<file path="src/rtl/cpu_run_monitor.sv">
// rtl/cpu_run_monitor.sv - PC/register-write run monitor with halt/timeout detection and trace ring
module cpu_run_monitor #(
    parameter int DATA_WIDTH  = 32,
    parameter int DEPTH       = 16,
    parameter int HALT_CYCLES = 4,
    parameter int MAX_CYCLES  = 4096,
    parameter int CNT_WIDTH   = 16,
    localparam int AW         = $clog2(DEPTH)
) (
    input  logic                    Clk,
    input  logic                    Reset,
    input  logic                    Clear,
    input  logic [DATA_WIDTH-1:0]   PCIn,
    input  logic                    WriteValid,
    input  logic [DATA_WIDTH-1:0]   WriteData,
    input  logic [AW-1:0]           TraceAddr,
    output logic [2*DATA_WIDTH-1:0] TraceData,
    output logic [AW:0]             TraceCount,
    output logic [CNT_WIDTH-1:0]    CycleCount,
    output logic [CNT_WIDTH-1:0]    InstrCount,
    output logic [DATA_WIDTH-1:0]   Signature,
    output logic                    Halted,
    output logic                    Timeout
);

    typedef enum logic [1:0] {S_RUN, S_HALTED, S_TIMEOUT} state_t;

    localparam int SW = $clog2(HALT_CYCLES) + 1;
    // A PC value seen in HALT_CYCLES consecutive samples gives HALT_CYCLES-1 matches.
    localparam logic [SW-1:0] HALT_MATCH = SW'(HALT_CYCLES - 2);
    localparam logic [31:0]   CYC_LAST   = 32'(MAX_CYCLES - 1);
    localparam logic [AW:0]   FULL_CNT   = (AW + 1)'(DEPTH);
    localparam logic [AW-1:0] LAST_SLOT  = AW'(DEPTH - 1);

    state_t                  state, state_next;
    logic [DATA_WIDTH-1:0]   pc_prev;
    logic [SW-1:0]           stable_cnt;
    logic [AW-1:0]           wptr;
    logic                    wrapped;
    logic [2*DATA_WIDTH-1:0] mem [DEPTH];

    logic                    running;
    logic                    pc_match;
    logic                    halt_hit;
    logic                    timeout_hit;
    logic                    mem_we;
    logic [AW-1:0]           oldest;
    logic [AW-1:0]           rd_idx;
    logic [2*DATA_WIDTH-1:0] trace_rd;

    assign running     = (state == S_RUN);
    assign pc_match    = (PCIn == pc_prev);
    assign halt_hit    = running && pc_match && (stable_cnt >= HALT_MATCH);
    assign timeout_hit = running && (32'(CycleCount) >= CYC_LAST);
    assign mem_we      = running && WriteValid && !Clear;

    assign oldest   = wrapped ? wptr : '0;
    assign rd_idx   = oldest + TraceAddr;
    assign trace_rd = ({1'b0, TraceAddr} < TraceCount) ? mem[rd_idx] : '0;

    always_ff @(posedge Clk or posedge Reset) begin
        if (Reset)
            state <= S_RUN;
        else if (Clear)
            state <= S_RUN;
        else
            state <= state_next;
    end

    always_comb begin
        state_next = state;
        case (state)
            S_RUN: begin
                if (halt_hit)
                    state_next = S_HALTED;
                else if (timeout_hit)
                    state_next = S_TIMEOUT;
            end
            S_HALTED:  state_next = S_HALTED;
            S_TIMEOUT: state_next = S_TIMEOUT;
            default:   state_next = S_RUN;
        endcase
    end

    always_comb begin
        Halted  = 1'b0;
        Timeout = 1'b0;
        case (state)
            S_HALTED:  Halted  = 1'b1;
            S_TIMEOUT: Timeout = 1'b1;
            default: ;
        endcase
    end

    always_ff @(posedge Clk or posedge Reset) begin
        if (Reset) begin
            pc_prev    <= '0;
            stable_cnt <= '0;
            CycleCount <= '0;
            InstrCount <= '0;
            Signature  <= '0;
            wptr       <= '0;
            wrapped    <= 1'b0;
            TraceCount <= '0;
            TraceData  <= '0;
        end else if (Clear) begin
            pc_prev    <= '0;
            stable_cnt <= '0;
            CycleCount <= '0;
            InstrCount <= '0;
            Signature  <= '0;
            wptr       <= '0;
            wrapped    <= 1'b0;
            TraceCount <= '0;
            TraceData  <= '0;
        end else begin
            TraceData <= trace_rd;
            if (running) begin
                // The timeout edge holds CycleCount one short of the budget.
                if (!timeout_hit && !(&CycleCount))
                    CycleCount <= CycleCount + 1'b1;
                pc_prev <= PCIn;
                if (pc_match) begin
                    if (!(&stable_cnt))
                        stable_cnt <= stable_cnt + 1'b1;
                end else begin
                    stable_cnt <= '0;
                    if (!(&InstrCount))
                        InstrCount <= InstrCount + 1'b1;
                end
                if (WriteValid) begin
                    Signature <= {Signature[DATA_WIDTH-2:0], Signature[DATA_WIDTH-1]} ^ WriteData;
                    wptr      <= wptr + 1'b1;
                    if (wptr == LAST_SLOT)
                        wrapped <= 1'b1;
                    if (TraceCount != FULL_CNT)
                        TraceCount <= TraceCount + 1'b1;
                end
            end
        end
    end

    always_ff @(posedge Clk) begin
        if (mem_we)
            mem[wptr] <= {PCIn, WriteData};
    end

endmodule
</file>
<file path="config.mk">
export PLATFORM = sky130hd
export DESIGN_NAME = cpu_run_monitor
export DESIGN_NICKNAME = d
export VERILOG_FILES = /design/src/rtl/cpu_run_monitor.sv
export SDC_FILE = /design/constraint.sdc
export NUM_CORES = 1
export LEC_CHECK = 0
export CAP_MARGIN = 20
export CORE_MARGIN = 3
export CORE_UTILIZATION = 24
export CTS_BUF_LIST = sky130_fd_sc_hd__clkbuf_16
export DETAILED_ROUTE_END_ITERATION = 10
export HOLD_SLACK_MARGIN = 0.06
export SLEW_MARGIN = 20
export SYNTH_ARGS = -nofsm -noshare
export SYNTH_HDL_FRONTEND = slang
export SYNTH_SLANG_ARGS = --single-unit
</file>
<file path="constraint.sdc">
create_clock -name Clk -period 7.7 [get_ports Clk]
set_clock_uncertainty 0.1 [all_clocks]
set_input_delay 1.54 -clock Clk [delete_from_list [all_inputs] [get_ports Clk]]
set_output_delay 1.54 -clock Clk [all_outputs]
set_load 0.02 [all_outputs]
</file>
==> impl_results.md <==
* HP Start: CycleCount[12]
* Worst path bufs/invs at 3
* Fmax at 209 MHz
* Min Clock Period, post-route at 4770 ps
* Initial antenna violation count at 18
* Longest Clk Path Bufs at 3
* Worst-Margin Slew at 1060 ps
* Switching Share at 22.2%
* CP Class: input port to flip-flop
* R2r worst-path depth at 10
* Async SR Flop Fraction at 14.6%
* CP top delay family: adder cells
* TNS Setup at 0 ps
* DRT Pass-1 Iters at 5
* Hold Vio Cnt, Final at 0
* Routability cong. at 0.713
* All-Layer GR Usage at 11.7%
* Flop and latch count out of synthesis at 1,199
* Cells after synthesis at 2,323
* NetSw at 3.03 mW
* Run status: finished, final reports clean
* Hold Path Depth at 1
* Min Hold Slack at 427 ps
* GRT overflow at 0
* First-pass GRT wire length at 170 mm
* Die area at 200,000 um^2
* Drt drc at 0
* CTS clk-pin slew, worst paths at 60 ps
* Detail Route Antenna Nets at 0
* H-Tree Depth at 3
* Final setup vio count at 0
* CP endpoint kind: flip-flop
* Crit path cell chain: clkdlybuf4s50_1 -> ha_4 -> fa_4 -> buf_4 -> buf_4 -> mux4_2 -> nor2b_1 -> a211oi_1 -> a211oi_1
* Total CTS buffers at 117
* Netlist Area Pre-Place at 46,700 um^2
* Port Buf Inserts at 206
* Critical path peak fanout at 46
* R2R Path Start: wptr[0]
* Core Region at 193,000 um^2
* Mapped Avg Cell Area at 20.1 um^2
* Peak VDD IR at 0.225 mV
* Cell taking the most area after synthesis: edfxtp_1
* Layout cells sized above 1 at 20.1%
* Core Rows at 161
* Clk Latency, worst-skew pair at 740 ps
* Synth Flop Type: edfxtp_1
* Die height at 447 um
* WHS Endpoint: CycleCount[12]
* Initial DRC Count at 2,013
* WP data required at 8180 ps
* # IOs at 207
* Vias/cell at 4.39
* Max stage delay on crit path at 1390 ps
* PwrDens at 244 nW/um^2
* Drt total wl at 118 mm
* # Post-CTS Setup Buffers at 0
* Element type at the critical path start: input port
* Seq/Total Area, Yosys at 75.3%
* Vias at 22,900
* Max Slew Vio Count at 0
* Internal power at 10.6 mW
* Routed wire per std cell at 22.5 um
* Syn Nets at 2,412
* Root Buffer: clkbuf_16
* Number of global-route vias before repair at 23,800
* Min-delay worst type: flip-flop to flip-flop
* Reg-to-reg slack, setup at 3710 ps
* Crit path DAT at 5250 ps
* Clock tree from TritonCTS: done
* Largest net degree at the start of global routing at 115
* Comb pwr share at 5.7%
* Die W at 447 um
* Post-DP HPWL at 63.6 mm
* Yosys top cell area share at 65.9%
* Final period utilization at 62.0%
* Cell variety after synth at 62
* RSZ-0062 raised after global routing: no
* Clock Power Share at 41.5%
* Maximum capacitance violations at 0
* Post-synth EDFFs at 1,024
* Leakage power figure at 18.1 nW
* CTS sink cnt at 1,199
* Synth top area cells: edfxtp_1, mux4_2, dfrtp_1
* Post-CTS sizing at 0
* Slowest-stage cell, CP: fa_4
* NumNets Final at 2,671
* Starting Density at 24.2%
* Layout area overhead at 19.4%
* Reg2reg end: TraceData[5]
* Cts hold-fix bufs at 0
* Rel. slew slack at 29.3%
* Sequential power share at 52.8%
* Total number of yosys warnings at 0
* Total power at 13.6 mW
## synthesized netlist by cell type (8+ instances only)
library cell	instances
a211oi_1	160
a21oi_1	47
buf_2	38
buf_4	17
clkbuf_1	58
dfrtp_1	175
edfxtp_1	1024
ha_1	16
inv_1	12
mux2i_1	66
mux4_2	256
nand2_1	92
nand4_1	12
nor2_1	80
nor2b_1	73
o31ai_1	8
or4_1	9
xnor2_1	39
xor2_1	44
## worst reg2reg max path, delay by kind of cell (launching register included)
kind	cells	cell delay, ps
AO/OA/AOI/OAI	2	300
adder cells (fa/ha/maj)	2	1560
buffers and inverters	3	860
flip-flops	1	440
multiplexers	1	350
AND/OR/NAND/NOR	2	220
## layer usage
metal	up-vias	routed length [um]	global-route usage, %
met2	556	56400	18.9
li1	9938	-	-
met4	12	2520	3.42
met3	153	6700	2.67
met5	-	75	0
met1	12200	51900	15.7
## cells in the final DEF, fill, tap and decap left out, types with 6 or more instances in the layout
| cell type | count |
|---|---|
| inv_1 | 40 |
| edfxtp_1 | 1024 |
| clkinv_2 | 24 |
| nor2b_1 | 73 |
| clkinv_1 | 21 |
| nor2_4 | 14 |
| buf_12 | 8 |
| nand2_1 | 92 |
| or4_1 | 9 |
| buf_4 | 60 |
| clkbuf_16 | 118 |
| nor4_1 | 7 |
| dfrtp_1 | 175 |
| xor2_1 | 43 |
| a21oi_1 | 47 |
| nand4_1 | 12 |
| mux4_2 | 256 |
| mux2i_1 | 66 |
| a211oi_1 | 160 |
| clkdlybuf4s50_1 | 205 |
| bufinv_16 | 10 |
| ha_1 | 15 |
| xnor2_1 | 39 |
| nor2_1 | 68 |
| clkinv_4 | 6 |
| o31ai_1 | 8 |
| diode_2 | 10 |
## layout make-up
type                            instances  area (um^2)
Inverter                               12         52.6
Timing Repair Buffer                  273         2660
Multi-Input combinational cell        979        10900
Antenna cell                           10         25.0
Fill cell                           18900       137000
Sequential cell                      1199        35100
Clock inverter                        105          845
Clock buffer                          118         2950
Tap cell                             2526         3160
## flip-flops by register name, summed over array words and instances (netlist names), 2 cells and up
signal,flops
TraceData,64
state,2
mem,1024
Signature,32
stable_cnt,3
TraceCount,5
wptr,4
CycleCount,16
pc_prev,32
InstrCount,16
## power groups by stage
stage / Sequential [mW] / Combinational (mW) / Clock [mW]
after CTS: 7.20 / 0.798 / 5.80
after global placement: 7.33 / 0.787 / 0
after detailed placement: 7.33 / 0.797 / 0
final: 7.19 / 0.778 / 5.65
after global routing: 7.20 / 0.845 / 6.05
after floorplan: 7.36 / 0.409 / 0
## how the worst max path moves through the flow
stage / from / end / slack (ps) / cells past startpoint
after global routing: TraceAddr[0] / TraceData[1] / 2810 / 9
after global placement: TraceAddr[0] / TraceData[2] / 2200 / 9
final: TraceAddr[0] / TraceData[5] / 2930 / 9
after CTS: TraceAddr[0] / TraceData[5] / 2990 / 9
after detailed placement: TraceAddr[0] / TraceData[5] / 2180 / 9
after floorplan: Clear / mem[3][0] / 630 / 4
## through the flow
step / utilization, % / instance area (um^2) / std cells / worst slack (ps)
after global routing: 28.9 / 55700 / 5212 / 2810
after detailed placement: 26.9 / 51900 / 4989 / 2180
final: 28.9 / 55700 / 5222 / 2930
after global placement: 26.9 / 51900 / 4989 / 2200
after floorplan: - / 46700 / 2323 / 633
after CTS: 28.9 / 55700 / 5212 / 2990
## logic make-up after synthesis
kind of cell,count (synthesis),share of synthesized area [%]
AND/OR/NAND/NOR,310,3.34
multiplexers,326,13.9
adder cells (fa/ha/maj),17,0.472
flip-flops,1199,75.3
XOR/XNOR,85,1.63
buffers and inverters,145,1.75
AO/OA/AOI/OAI,241,3.63
Note: power is estimated with default switching activity, not from simulation.
==> RTL edit 1, RTL diff (config.mk and constraints unchanged) <==
Re-encode `state_t` (3 states) as one-hot, 3 bits wide.
--- a/src/rtl/cpu_run_monitor.sv
+++ b/src/rtl/cpu_run_monitor.sv
@@ -23,7 +23,7 @@
     output logic                    Timeout
 );
 
-    typedef enum logic [1:0] {S_RUN, S_HALTED, S_TIMEOUT} state_t;
+    typedef enum logic [2:0] {S_RUN = 3'b001, S_HALTED = 3'b010, S_TIMEOUT = 3'b100} state_t;
 
     localparam int SW = $clog2(HALT_CYCLES) + 1;
     // A PC value seen in HALT_CYCLES consecutive samples gives HALT_CYCLES-1 matches.
Function: no difference found for any inputs over 4 cycles, from zero or initial values and one cycle with Reset high; so few cycles prove little.
==> RTL edit 1 against the original RTL <==
- highest routed layer unchanged
- non-clock buffer count shrank 16
- sequential cell count grew 1
- area after synthesis shrank 0.28%
- final area is essentially flat
- setup slack lost 0.032 ns
- routed wire length grew 1.1%
- critical path type unchanged
- power grew 1.4%
- register-to-register slack lost 0.54 ns
==> RTL edit 1: results (changes against the original RTL) <==
yosysSeqAreaShare_pct: 75.56  # +0.27 points
cp_slowest_stage_delay_ns: 1.51  # +0.12 ns
nFlopsAndLatches: 1200  # +0.083%
buffer_area_share_pct: 4.648  # -0.13 points
min_path_cells: 2  # +1
syn_inst: 2325  # +0.086%
worstPathArrival_ns: 5.29  # +0.04 ns
grt_start_max_net_pins: 142  # +23%
synthMuxAreaShare_pct: 13.93  # +0.050 points
yosys-top-cells-area: "edfxtp_1 66%, mux4_2 12%, dfrtp_1 9.4%"
design_area_mm2: 0.05567  # about the same
ir_drop_v: 0.0002231  # -0.76%
fillers: 18691  # -1.1%
synthAdderAreaFrac_pct: 0.4733  # +0.0013 points
synthArstFlopShare_pct: 14.67  # +0.071 points
syn_nets: 2414  # +0.083%
clk_latency_ns: 0.77  # +0.03 ns
grt_pass1_vias: 23920  # +0.33%
drt_iter0_drc: 1806  # -10%
hold_ws_ns: 0.4375  # +0.01032 ns
drive_above_1_share_pct: 19.23  # -0.83 points
grt_util_all_layers_pct: 11.90  # +0.21 points
viasPerCell: 4.388  # about the same
area_share_clock_buf_inv_pct: 6.905  # +0.089 points
yosysUniqueCellTypes: 53  # -15%
seq_share_pct: 63.15  # +0.10 points
cellLeakagePower_nw: 18.04  # -0.44%
num_vias: 22823  # -0.34%
hp-start: "pc_prev[30]"
buffers_excl_clock: 257  # -5.9%
r2r_slack_ns: 3.17  # -0.54 ns
multi_input_comb_cells: 983  # +0.41%
cts_root_buf: "clkbuf_16"
diodes: 7  # -3
slew_headroom_pct: 24.65  # -4.7 points
synth_compound_area_share_pct: 3.550  # -0.084 points
gp_congestion: 0.6800  # -4.6%
reg_top3: "mem x1024, TraceData x64"
grt_antenna_before_repair: 11  # -7
rr_worst_depth: 8  # -2
grt_first_pass_wirelength_mm: 172.6  # +1.3%
yosys-top-cells-count: "1024 x edfxtp_1, 256 x mux4_2, 175 x dfrtp_1"
multiInputGateArea_mm2: 0.01087  # -0.18%
worstReg2RegStart: "state[0]"
status: "complete, no violations"
h-tree-depth: 3  # unchanged
crit_end: "TraceData[50]"
cts_made_buffers: 121  # +3.4%
synth_xor_area_share_pct: 1.732  # +0.10 points
place_hpwl_mm: 64.47  # +1.3%
wire_per_inst_um: 22.87  # +1.5%
cts.path.max_buffers: 3  # unchanged
RTL edit 1: cell types whose count changed after synthesis, sizes merged, moves of 5 or more:
cell / before / now
o31ai: 8 / 0
clkbuf: 58 / 75
xnor2: 40 / 80
or4: 9 / 0
buf: 75 / 55
a21oi: 49 / 41
and3: 1 / 6
nor2: 82 / 74
xor2: 45 / 12
and2: 5 / 17
RTL edit 1: where the power goes:
| group | internal, W | switching [W] |
|---|---|---|
| sequential | 0.00718 | 0.0000730 |
| clock | 0.00308 | 0.00257 |
| combinational | 0.000370 | 0.000541 |
| total | 0.0106 | 0.00318 |
RTL edit 1: per-stage QoR:
step	worst slack (ns)	total power, W
4_1_cts	2.932	0.01400
3_5_place_dp	2.173	0.008324
3_3_place_gp	2.127	0.008311
6_report	2.895	0.01381
5_1_grt	2.738	0.01433
2_1_floorplan	0.6376	0.007895
RTL edit 1: metal layers:
metal,part of all wire [%],GRT usage [%]
met1,43,15.72
met2,50,20.06
met3,4.3,1.982
met4,2.3,3.562
met5,0.011,0
==> RTL edit 2, RTL diff (same flow settings) <==
Made on the original files. Set the parameter `DATA_WIDTH` to 48 (it was 32).
--- a/src/rtl/cpu_run_monitor.sv
+++ b/src/rtl/cpu_run_monitor.sv
@@ -1,6 +1,6 @@
 // rtl/cpu_run_monitor.sv - PC/register-write run monitor with halt/timeout detection and trace ring
 module cpu_run_monitor #(
-    parameter int DATA_WIDTH  = 32,
+    parameter int DATA_WIDTH  = 48,
     parameter int DEPTH       = 16,
     parameter int HALT_CYCLES = 4,
     parameter int MAX_CYCLES  = 4096,
Interface: changed (resized PCIn, Signature, TraceData and WriteData); port bits go from 207 to 287. No check against the original RTL was run, so the function may have changed too.
==> RTL edit 2 against the original RTL <==
- final area up 48%
- critical path type unchanged
- combinational power up 48%
- largest power group unchanged
- power up 53%
- area after synthesis up 47%
- setup slack better by 0.027 ns
- sequential cell count up 576
- largest cell class unchanged
- routed wire length up 53%
- sequential share of layout area up 0.082 points
==> RTL edit 2: results (changes against the original RTL) <==
ir_drop_v: 0.0002016  # -10%
place_area_mm2: 0.07628  # +47%
dp_slack_ns: 2.059  # -0.1180 ns
nets: 3843  # +44%
syn_avg_cell_area_um2: 20.50  # +2.1%
grt_start_max_net_pins: 145  # +26%
syn_nets: 3466  # +44%
yosys-top-cells-count: "1536 x edfxtp_1, 384 x mux4_2, 240 x a211oi_1"
io_buffers: 286  # +39%
viasPerCell: 4.438  # +1.2%
cp_slowest_stage_delay_ns: 1.36  # -0.03 ns
hold_ws_ns: 0.4346  # +0.007388 ns
worst_slew_pin_slew_ns: 1.104  # +0.04455 ns
drive_above_1_share_pct: 20.30  # +0.23 points
yosysSeqAreaShare_pct: 75.99  # +0.70 points
grt_util_all_layers_pct: 12.17  # +0.47 points
use_met2_pct: 20.30  # +1.4 points
worstPathMaxFanout: 43  # -6.5%
yosysUniqueCellTypes: 57  # -8.1%
worst_slack_ns: 2.953  # +0.02679 ns
drt_wl_total_mm: 180.4  # +53%
cts.path.max_buffers: 4  # +1
status: "complete, no violations"
p_sw_w: 0.004684  # +55%
met1_usage_pct: 15.64  # -0.042 points
synth_edf_count: 1536  # +50%
placedCellCount: 7267  # +46%
synthArstFlopShare_pct: 13.46  # -1.1 points
grt_antenna_before_repair: 36  # +18
RTL edit 2: worst min path at each step:
| stage | start | endpoint | cells after the start |
|---|---|---|---|
| final | pc_prev[11] | pc_prev[11] | 2 |
| after global routing | pc_prev[24] | pc_prev[24] | 2 |
| after CTS | pc_prev[41] | pc_prev[41] | 2 |
| after detailed placement | pc_prev[39] | pc_prev[39] | 2 |
| after global placement | pc_prev[19] | pc_prev[19] | 2 |
| after floorplan | state[1] | state[0] | 1 |
RTL edit 2: per-layer routing:
metal | vias to the layer above | part of all wire, % | routed length (um)
li1 | 14372 | - | -
met1 | 18191 | 41 | 73790
met2 | 1043 | 49 | 88650
met3 | 260 | 6.7 | 12160
met4 | 26 | 3.1 | 5647
met5 | - | 0.11 | 192
RTL edit 2: area by class of cell:
type	count	area [um2]	area share, %
multi-input cells	1364	15550	18.84
diodes	6	15.01	0.01819
clock buffers	196	4905	5.943
inverters	11	45.04	0.05458
clock inverters	167	1335	1.618
repair buffers	374	3900	4.725
flip-flops and latches	1775	52110	63.13
well taps	3743	4683	5.674
RTL edit 2: cells by family after synthesis:
| kind of cell | Yosys count | synth area share [%] |
|---|---|---|
| AOI/OAI and AO/OA | 316 | 3.267 |
| adders and majority gates | 17 | 0.3212 |
| buffers and inverters | 206 | 1.599 |
| and+or+nand+nor | 421 | 3.057 |
| xor gates and xnor gates | 115 | 1.507 |
| DFF | 1775 | 75.99 |
| muxes | 495 | 14.26 |
RTL edit 2: power groups by stage:
stage	clock [W]	combinational [W]	sequential (W)
after floorplan	0	0.000594	0.0109
after detailed placement	0	0.00118	0.0109
after CTS	0.00930	0.00119	0.0107
final	0.00903	0.00115	0.0107
after global placement	0	0.00116	0.0109
after global routing	0.00971	0.00125	0.0107
